==> config.mk <==
export PLATFORM = sky130hd
export DESIGN_NAME = rx_packet_deframer
export DESIGN_NICKNAME = d
export VERILOG_FILES = /design/src/rtl/rx_packet_deframer_pkg.sv /design/src/rtl/rx_packet_deframer_out_reg.sv /design/src/rtl/rx_packet_deframer.sv
export SDC_FILE = /design/constraint.sdc
export NUM_CORES = 1
export LEC_CHECK = 0
export BUFFER_PORTS_ARGS = -buffer_cell sky130_fd_sc_hd__buf_2
export CAP_MARGIN = 5
export CORE_UTILIZATION = 49
export CTS_CLUSTER_DIAMETER = 150
export DETAILED_ROUTE_END_ITERATION = 7
export GPL_TIMING_DRIVEN = 0
export PLACE_DENSITY_LB_ADDON = 0.15
export SETUP_SLACK_MARGIN = 0.05
export SLEW_MARGIN = 20
export SYNTH_ARGS = -nofsm -noshare
export SYNTH_HDL_FRONTEND = slang
export SYNTH_HIERARCHICAL = 1
export SYNTH_SLANG_ARGS = --single-unit
==> constraint.sdc <==
create_clock -name clk -period 2.3 [get_ports clk]
set_input_delay 0.115 -clock clk [delete_from_list [all_inputs] [get_ports clk]]
set_output_delay 0.115 -clock clk [all_outputs]
set_load 0.01 [all_outputs]
==> src/rtl/rx_packet_deframer_pkg.sv <==
`default_nettype none
// ============================================================================
//  Module      : rx_deframer_pkg
//  Description : Shared types and header-field constants for the rx deframer.
//  Revision    : 1.0 - initial release
// ============================================================================
package rx_deframer_pkg;

    typedef enum logic [0:0] {
        HDR     = 1'b0,
        PAYLOAD = 1'b1
    } state_t;

    localparam int LEN_LSB   = 0;
    localparam int LEN_W     = 8;
    localparam int DEST_LSB  = 8;
    localparam int DEST_W    = 4;
    localparam int ERR_CNT_W = 16;

endpackage : rx_deframer_pkg
`default_nettype wire

==> src/rtl/rx_packet_deframer_out_reg.sv <==
`default_nettype none
// ============================================================================
//  Module      : rx_out_reg
//  Description : Single-stage valid/ready output register with sop/eop/dest
//                sideband; exports the term that allows a new beat to load.
//  Revision    : 1.0 - initial release
// ============================================================================
module rx_out_reg
    import rx_deframer_pkg::*;
#(
    parameter int DATA_WIDTH = 32
) (
    input  logic                  clk,
    input  logic                  rst,
    input  logic                  load_i,
    input  logic [DATA_WIDTH-1:0] data_i,
    input  logic                  sop_i,
    input  logic                  eop_i,
    input  logic [DEST_W-1:0]     dest_i,
    output logic                  load_en_o,
    input  logic                  out_ready,
    output logic                  out_valid,
    output logic [DATA_WIDTH-1:0] out_data,
    output logic                  out_sop,
    output logic                  out_eop,
    output logic [DEST_W-1:0]     out_dest
);

    logic                  valid_q, valid_d;
    logic [DATA_WIDTH-1:0] data_q,  data_d;
    logic                  sop_q,   sop_d;
    logic                  eop_q,   eop_d;
    logic [DEST_W-1:0]     dest_q,  dest_d;

    // A new beat may enter when the register is empty or being drained now.
    assign load_en_o = !valid_q || out_ready;

    always_comb begin
        valid_d = valid_q;
        data_d  = data_q;
        sop_d   = sop_q;
        eop_d   = eop_q;
        dest_d  = dest_q;
        if (load_i) begin
            valid_d = 1'b1;
            data_d  = data_i;
            sop_d   = sop_i;
            eop_d   = eop_i;
            dest_d  = dest_i;
        end else if (out_ready) begin
            valid_d = 1'b0;
        end
    end

    always_ff @(posedge clk) begin
        if (rst) begin
            valid_q <= 1'b0;
            data_q  <= '0;
            sop_q   <= 1'b0;
            eop_q   <= 1'b0;
            dest_q  <= '0;
        end else begin
            valid_q <= valid_d;
            data_q  <= data_d;
            sop_q   <= sop_d;
            eop_q   <= eop_d;
            dest_q  <= dest_d;
        end
    end

    assign out_valid = valid_q;
    assign out_data  = data_q;
    assign out_sop   = sop_q;
    assign out_eop   = eop_q;
    assign out_dest  = dest_q;

endmodule : rx_out_reg
`default_nettype wire

==> src/rtl/rx_packet_deframer.sv <==
`default_nettype none
// ============================================================================
//  Module      : rx_packet_deframer
//  Description : Drains a show-ahead FIFO, strips the one-word header and
//                streams the payload with sop/eop/dest on a valid/ready port.
//                Define RX_DEFRAMER_ERR_CNT_EN to add the zero-length err_cnt.
//  Revision    : 1.0 - initial release
// ============================================================================
module rx_packet_deframer
    import rx_deframer_pkg::*;
#(
    parameter int DATA_WIDTH = 32
) (
    input  logic                  clk,
    input  logic                  rst,
    input  logic                  fifo_empty,
    input  logic [DATA_WIDTH-1:0] fifo_data,
    output logic                  fifo_pop,
    output logic                  out_valid,
    input  logic                  out_ready,
    output logic [DATA_WIDTH-1:0] out_data,
    output logic                  out_sop,
    output logic                  out_eop,
    output logic [DEST_W-1:0]     out_dest
`ifdef RX_DEFRAMER_ERR_CNT_EN
    ,
    output logic [ERR_CNT_W-1:0]  err_cnt
`endif
);

    state_t             state_q;
    logic [LEN_W-1:0]   cnt_q;
    logic               sop_pending_q;
    logic [DEST_W-1:0]  dest_q;

    logic               w_load_en;
    logic               w_hdr_pop;
    logic               w_pay_pop;
    logic               w_last;
    logic [LEN_W-1:0]   w_len;

    assign w_len     = fifo_data[LEN_LSB +: LEN_W];
    assign w_last    = (cnt_q == LEN_W'(1));

    // Header pops ignore out_ready; payload pops wait for room in the output stage.
    assign w_hdr_pop = !rst && !fifo_empty && (state_q == HDR);
    assign w_pay_pop = !rst && !fifo_empty && (state_q == PAYLOAD) && w_load_en;
    assign fifo_pop  = w_hdr_pop || w_pay_pop;

    always_ff @(posedge clk) begin
        if (rst) begin
            state_q       <= HDR;
            cnt_q         <= '0;
            sop_pending_q <= 1'b0;
            dest_q        <= '0;
        end else begin
            case (state_q)
                HDR: begin
                    if (w_hdr_pop && (w_len != '0)) begin
                        dest_q        <= fifo_data[DEST_LSB +: DEST_W];
                        cnt_q         <= w_len;
                        sop_pending_q <= 1'b1;
                        state_q       <= PAYLOAD;
                    end
                end
                PAYLOAD: begin
                    if (w_pay_pop) begin
                        sop_pending_q <= 1'b0;
                        cnt_q         <= cnt_q - LEN_W'(1);
                        if (w_last) begin
                            state_q <= HDR;
                        end
                    end
                end
                default: state_q <= HDR;
            endcase
        end
    end

    rx_out_reg #(
        .DATA_WIDTH (DATA_WIDTH)
    ) u_out_reg (
        .clk       (clk),
        .rst       (rst),
        .load_i    (w_pay_pop),
        .data_i    (fifo_data),
        .sop_i     (sop_pending_q),
        .eop_i     (w_last),
        .dest_i    (dest_q),
        .load_en_o (w_load_en),
        .out_ready (out_ready),
        .out_valid (out_valid),
        .out_data  (out_data),
        .out_sop   (out_sop),
        .out_eop   (out_eop),
        .out_dest  (out_dest)
    );

`ifdef RX_DEFRAMER_ERR_CNT_EN
    logic [ERR_CNT_W-1:0] err_cnt_q;

    always_ff @(posedge clk) begin
        if (rst) begin
            err_cnt_q <= '0;
        end else if (w_hdr_pop && (w_len == '0) && (err_cnt_q != '1)) begin
            err_cnt_q <= err_cnt_q + ERR_CNT_W'(1);
        end
    end

    assign err_cnt = err_cnt_q;
`else
    // Zero-length headers are dropped by the HDR state without any record.
`endif

endmodule : rx_packet_deframer
`default_nettype wire

[Word-level counts from Yosys, hierarchy flattened]
Index checks and enable logic that the tools add are counted.
Storage, ports and cells
  register bits: 53
  input bits: 36
  output and inout bits: 40
  logic and storage cells: 40
Cells by class
  $add $sub $neg: 1
  equal/unequal tests: 3
  mux-type cells: 12
  bitwise gates (word level): 1
  reductions and logical operators: 14
Operators with widths (count)
  two-way mux 8 bit: 2
  one-hot mux 8 bit (2 select lines): 1
  equality test 8 x 1 -> 1 bit (second input constant): 1
  nonzero test 8 bit: 1
  subtractor 8 x 1 -> 8 bit (second input constant): 1
  two-way mux 1 bit: 7
  logical AND 1 bit: 5
  != test 2 x 1 -> 1 bit (second input constant): 2
  one-hot mux 1 bit (2 select lines): 2
  AND reduction 2 bit: 2
  zero test 1 bit: 3
  logical OR 1 bit: 2
  nonzero test 2 bit: 1
  NOT 1 bit: 1

[Depth between registers and ports, before layout]
Gate-level depths: netlist (run 1).
  depth after elaboration: 6
  depth in mapped cells: 9
  gate-level depth less buffers: 5

[Modules after synthesis]
Netlist (run 1), hierarchy kept.
By module, submodules not included
  rx_out_reg: instances 1, cells an instance 127, area an instance 1402.6 µm², sequential area each 780.7 µm²
  rx_packet_deframer: instances 1, cells an instance 97, area an instance 779.5 µm², sequential area each 280.3 µm²

[Worst setup path before layout (run 1)]
OpenSTA, ideal clock, no wires.
  path kind: register to register
  from: register u_out_reg.valid_q, in the netlist u_out_reg/out_valid
  to: register u_out_reg.data_q[19], in the netlist u_out_reg/out_data[19]
  library setup time: 117 ps
  data arrival time: 1477 ps
  data required time: 2183 ps
  slack: 706 ps
  cell stages (with the launch flop): 9
  buffers on the path: 3
  period minus slack after synthesis: 1594 ps
  cells stage by stage: dfxtp_1 -> nand2b_1 -> nand3_1 -> clkinv_1 -> buf_6 -> buf_12 -> buf_12 -> mux2i_1 -> nor2_1
Between the ends
  word-level cells in the longest chain between the ends: 3
RTL lines
  start: declaration: RTL line rx_packet_deframer_out_reg.sv:29  | logic valid_q, valid_d;
  start signal: assignment: RTL line rx_packet_deframer_out_reg.sv:63  | valid_q <= valid_d;
  zero test 1 bit: RTL line rx_packet_deframer_out_reg.sv:36  | assign load_en_o = !valid_q || out_ready;
  logical OR 1 bit: RTL line rx_packet_deframer_out_reg.sv:36
  via w_load_en: RTL line rx_packet_deframer.sv:36  | logic w_load_en;
  logical AND 1 bit: RTL line rx_packet_deframer.sv:47  | assign w_pay_pop = !rst && !fifo_empty && (state_q == PAYLOAD) && w_load_en;
  via w_pay_pop: RTL line rx_packet_deframer.sv:38  | logic w_pay_pop;
  end signal: assignment: RTL line rx_packet_deframer_out_reg.sv:64  | data_q <= data_d;
  end: declaration: RTL line rx_packet_deframer_out_reg.sv:30  | logic [DATA_WIDTH-1:0] data_q, data_d;
The timed path passes the listed nets, and every way through them passes these cells.
A chain may end at the register's enable or synchronous reset.

[Worst setup path after layout (run 1)]
  from: register state_q
  to: register u_out_reg.data_q[21], in the netlist u_out_reg/out_data[21]
Between the ends
  word-level cells in the longest chain between the ends: 2
RTL lines
  start: declaration: RTL line rx_packet_deframer.sv:31  | state_t state_q;
  start signal: assignment: RTL line rx_packet_deframer.sv:52  | state_q <= HDR;
  start signal: assignment: RTL line rx_packet_deframer.sv:63  | state_q <= PAYLOAD;
  start signal: assignment: RTL line rx_packet_deframer.sv:71  | state_q <= HDR;
  logical AND 1 bit (2 in a row): RTL line rx_packet_deframer.sv:47
  via w_pay_pop: RTL line rx_packet_deframer.sv:38
The timed path passes the listed nets, and every way through them passes these cells.

==> results of run 1 <==
==> metal layers <==
metal | share of wire, % | up-vias | track usage [%]
met5 | 0 | - | 0
met4 | 1.2 | 0 | 7.40
met3 | 6.8 | 7 | 6.25
met2 | 46 | 62 | 31.5
met1 | 46 | 819 | 27.4
li1 | - | 940 | -
==> synthesized netlist by cell type <==
cell type | count | area (um^2)
dfxtp_1 | 53 | 1060
nor2_1 | 45 | 169
mux2i_1 | 38 | 380
nand2_1 | 15 | 56.3
a21oi_1 | 12 | 60.1
inv_1 | 6 | 22.5
a32o_1 | 5 | 50.1
a21o_1 | 4 | 30.0
buf_2 | 4 | 20.0
buf_4 | 4 | 30.0
nand3_1 | 4 | 20.0
o22ai_1 | 4 | 25.0
nor3_1 | 3 | 15.0
nor4_1 | 3 | 18.8
o2bb2ai_1 | 3 | 26.3
and3_1 | 2 | 12.5
buf_12 | 2 | 40.0
buf_6 | 2 | 22.5
clkbuf_1 | 2 | 7.51
ha_1 | 2 | 25.0
a211oi_1 | 1 | 7.51
a22oi_1 | 1 | 7.51
a31o_2 | 1 | 8.76
a31oi_1 | 1 | 6.26
clkinv_1 | 1 | 3.75
nand2b_1 | 1 | 6.26
nor2b_1 | 1 | 6.26
nor4_2 | 1 | 12.5
o32ai_1 | 1 | 8.76
or3_4 | 1 | 11.3
or4_4 | 1 | 11.3
==> layout by cell type, fill, tap and decap left out, drive strengths merged, types with 2 or more instances in the layout <==
cell type  count
buf           87
dfxtp         53
nor2          45
mux2i         38
nand2         15
a21oi         12
inv            7
clkbuf         7
a32o           5
nand3          4
a21o           4
o22ai          4
nor4           4
o2bb2ai        3
nor3           3
and3           2
ha             2
clkinv         2
==> metrics by stage <==
stage	worst slack [ns]	cell area [um^2]	hold slack (ns)	instances	utilization, %
after global routing	0.264	2700	0.0394	356	65.2
after detailed placement	0.448	2620	0.360	349	63.2
after CTS	0.420	2700	0.0251	356	65.2
after global placement	0.464	2620	0.345	349	63.2
after floorplan	0.706	2180	0.250	224	-
final	0.421	2700	0.0306	356	65.2
==> kinds of logic (layout without fill, tap and decap cells) <==
family | count (synthesis) | count (layout) | synth area share (%)
DFF | 53 | 53 | 48.6
muxes | 38 | 38 | 17.4
AOI/OAI and AO/OA | 33 | 33 | 10.6
adders and majority gates | 2 | 2 | 1.15
buffers and inverters | 21 | 103 | 6.71
and+or+nand+nor | 77 | 77 | 15.5
==> flip-flops by register name, indices dropped and copies added, names as in the netlist <==
name and count:
cnt_q 8, dest_q 4, sop_pending_q 1, state_q 1, u_out_reg/out_data 32, u_out_reg/out_dest 4, u_out_reg/out_eop 1, u_out_reg/out_sop 1
u_out_reg/out_valid 1
==> cell type report <==
cell class	instances	area share [%]
repair buffers	75	13.9
inverters	7	0.972
plain buffers	14	4.44
clock buffers	5	2.55
multi-input cells	150	36.1
flip-flops and latches	53	39.3
well taps	50	2.31
clock inverters	2	0.509
==> critical path, cell delays in order (launching register included) <==
cell	delay, ns
dfxtp_1	0.32
buf_2	0.18
nand3_1	0.26
clkinv_1	0.31
buf_6	0.21
buf_12	0.14
buf_12	0.14
mux2i_1	0.15
nor2_1	0.05
==> path summary, 6_finish.rpt <==
| path | startpoint | endpoint | slack [ns] |
|---|---|---|---|
| min reg2reg | dest_q[0] | dest_q[0] | 0.46 |
| max | state_q | u_out_reg/out_data[21] | 0.42 |
| max reg2reg | state_q | u_out_reg/out_data[21] | 0.42 |
| min | fifo_data[30] | u_out_reg/out_data[30] | 0.03 |
==> power by group <==
| group | internal [mW] | switching (mW) | total (mW) | leakage, nW |
|---|---|---|---|---|
| combinational | 0.112 | 0.125 | 0.237 | 0.728 |
| sequential | 0.950 | 0.0254 | 0.975 | 0.430 |
| clock | 0.211 | 0.299 | 0.510 | 0.0444 |
| total | 1.27 | 0.450 | 1.72 | 1.20 |
==> qor.yml, run 1 <==
floorplan:
  die_area_um2: 4720
  die_w_um: 68.7
  io_pins: 76
  die_h_um: 68.7
  num_rows: 23
  core_um2: 4140
  start_util_pct: 52.7
synth:
  yosysUniqueCellTypes: 31
  ys_seq_area_share_pct: 48.6
  syn_inst: 224
  ys_warn_count: 6
  ys_seq_elements: 53
  syn_area_per_cell_um2: 9.74
  synth_nets: 262
  syn-cell-area_um2: 2180
setup_path:
  crit_arrival_ns: 2.09
  endpoint_kind: "flip-flop"
  startpoint_type: "flip-flop"
  r2r_cells: 8
  critPathKind: "reg2reg"
  crit_required_ns: 2.51
  critical_path_peak_fanout: 10
power:
  finalPower_mw: 1.72
  p_leak_nw: 1.20
  power_density_nw_per_um2: 638
  peakVddDrop_uv: 363
sta:
  slew_headroom_pct: 67.8
  finalHoldViolations: 0
  setup_violations: 0
  tns_ns: 0
  rsz0062_at_grt: "no"
  fmax_ghz: 0.532
  fin_worst_skew_ns: 0.00912
  timing.final.max_slew_violations: 0
  worstMarginPinSlew_ns: 0.478
  post-route-period-util_pct: 81.7
  period_needed_ns: 1.88
global_routing:
  grt_max_degree: 17
  grt_pass1_vias: 1576
  antenna_found_initial: 0
  grt_pass1_wl_um: 7170
  grt_overflow: 0
  grt_usage_pct: 20.6
cts:
  cts-htree-levels: 2
  cts_root_buf: "clkbuf_8"
  cts_tree: "yes"
  holdBufCountCts: 0
  postCtsSetupBuffers: 0
  clk_transition_reported_paths_ns: 0.09
  cts_buffers: 5
  insertion_delay_ns: 0.31
  cts_resized: 0
  cts.sinks: 53
  clock_path_buffers: 2
final_layout:
  nFillCells: 370
  layout-drive-gt1-share_pct: 32.0
  multi_input_area_um2: 975
  fin_nets: 344
  diodes: 0
  ff_latch_area_um2: 1060
  syn_to_final_growth_pct: 23.9
route:
  viasPerCell: 5.13
  via_count: 1828
  ant_nets: 0
  totalWireLength_um: 4580
  wl_per_cell_um: 12.9
  route.detailed.drc: 0
  drt_iter0_drc: 209
  first_pass_iters: 4
place:
  io_buffers: 75
  dpl.hpwl_um: 3350
  gp_congestion: 0.872
min_path:
  hold_depth: 3
  min_path_type: "in2reg"
run:
  max-cap-violations: 0
run_status:
  status: "complete, no violations"
(Power assumes the default switching activity.)
==> run 2: changes to the inputs <==
Settings changed: CORE_UTILIZATION 49 to 44.
Clock period 2.3 ns to 1.7 ns, I/O delays scaled along.
==> run 2 against run 1 <==
Effect of this change:
- sequential cell count did not move
- register-to-register slack got worse by 0.28 ns
- critical path depth fell by 3
- setup slack got worse by 0.28 ns
- sequential power rose by 35%
- highest routed layer unchanged
==> qor.yml, run 2 (synthesis results as in run 1) <==
power:
  power.switching_mw: 0.605
  p_seq_share_pct: 56.5
  power.share.clock_pct: 29.2
  cell_internal_pwr_mw: 1.73
  power_density_nw_per_um2: 840
  peakVddDrop_uv: 491
  switching_share_pct: 25.9
  power_frac_comb_pct: 14.3
  p_leak_nw: 1.22
  finalPower_mw: 2.33
sta:
  slew_headroom_pct: 63.5
  finalHoldViolations: 0
  fmax_ghz: 0.641
  timing.final.ws_setup_ns: 0.140
  rsz0062_at_grt: "no"
  hold_ws_ns: 0.0102
  fin_worst_skew_ns: 0.00868
  timing.final.max_slew_violations: 0
  post-route-period-util_pct: 91.8
  setup_violations: 0
  period_needed_ns: 1.56
  worstMarginPinSlew_ns: 0.542
run_status:
  status: "complete, no violations"
cts:
  insertion_delay_ns: 0.30
  clock_path_buffers: 2
  clk_transition_reported_paths_ns: 0.09
  cts_tree: "yes"
  cts.sinks: 53
  cts_buffers: 5
  cts_root_buf: "clkbuf_8"
  cts-htree-levels: 2
route:
  wl_per_cell_um: 12.8
  ant_nets: 0
  via_count: 1861
  route.detailed.drc: 0
  first_pass_iters: 4
  drt_iter0_drc: 51
  viasPerCell: 4.94
  totalWireLength_um: 4820
final_layout:
  final_cell_area_um2: 2780
  layout-drive-gt1-share_pct: 33.2
  final_cell_count_no_fill: 377
  final_common_cell: "buf_2"
  largest_reg_flops: 32
  syn_to_final_growth_pct: 27.4
  diodes: 0
  mostFrequentLayoutCells: "buf_2, dfxtp_1, nor2_1, mux2i_1, nand2_1"
  fin_nets: 348
min_path:
  min_path_type: "in2reg"
  hold_depth: 3
floorplan:
  start_util_pct: 45.9
  die_area_um2: 5240
  core_um2: 4750
  die_w_um: 72.4
  io_pins: 76
  die_h_um: 72.4
  num_rows: 25
global_routing:
  antenna_found_initial: 0
  grt_usage_pct: 19.7
  grt_overflow: 0
  grt_pass1_vias: 1670
  grt_pass1_wl_um: 7870
  grt_max_degree: 17
place:
  place_area_um2: 2640
  pre_cts_slack_ns: -0.257
  place_inst: 366
  gp_congestion: 0.858
  io_buffers: 75
  dpl.hpwl_um: 3530
setup_path:
  crit_required_ns: 1.90
  critical_path_peak_fanout: 10
  critPathKind: "reg2reg"
  r2r_cells: 5
  startpoint_type: "flip-flop"
  endpoint_kind: "flip-flop"
  crit_arrival_ns: 1.76
run:
  max-cap-violations: 0
run 2: timing repair:
action                                  CTS  global route
hold endpoints to repair                  1             0
gates resized for setup                   4             2
endpoints found under the setup margin   39            21
setup buffers                             0             3
hold buffers                              1             0
run 2: worst max-delay path, stage by stage (launching register included):
cell and delay (ns):
dfxtp_1 0.32, or3_4 0.41, a21o_1 0.17, buf_6 0.14, a21o_1 0.18, a32o_1 0.24
run 2: final cells by class:
class,instances,area (um^2)
clock inverter,2,16.3
timing repair buffer,79,408
tap,67,83.8
inverter,7,31.3
fill,464,1980
buffer,14,123
clock buffer,5,68.8
multi-input combinational,150,987
sequential,53,1060
run 2: through the flow:
stage / TNS [ns] / util (%)
floorplan: 0 / -
global placement: -4.56 / 55.6
detailed placement: -6.36 / 55.6
CTS: 0 / 57.9
global route: 0 / 58.4
finish: 0 / 58.4
run 2: worst paths after layout:
| kind | from | slack [ns] | endpoint |
|---|---|---|---|
| hold / removal | fifo_data[15] | 0.01 | u_out_reg/out_data[15] |
| hold reg to reg | dest_q[3] | 0.46 | dest_q[3] |
| setup / recovery | state_q | 0.14 | cnt_q[5] |
| setup reg to reg | state_q | 0.14 | cnt_q[5] |
run 2: power groups by stage:
stage | Clock (mW) | Combinational [mW] | Sequential (mW)
2_1_floorplan | 0 | 0.203 | 1.35
3_3_place_gp | 0 | 0.320 | 1.35
3_5_place_dp | 0 | 0.323 | 1.35
4_1_cts | 0.718 | 0.330 | 1.32
5_1_grt | 0.754 | 0.372 | 1.33
6_report | 0.682 | 0.333 | 1.32
run 2: metal layers:
metal | GRT usage [%] | routed length, um | vias up
met5 | 0 | 0 | -
met4 | 6.54 | 62 | 0
met3 | 5.14 | 259 | 6
met2 | 31.2 | 2140 | 49
met1 | 26.1 | 2360 | 851
li1 | - | - | 955
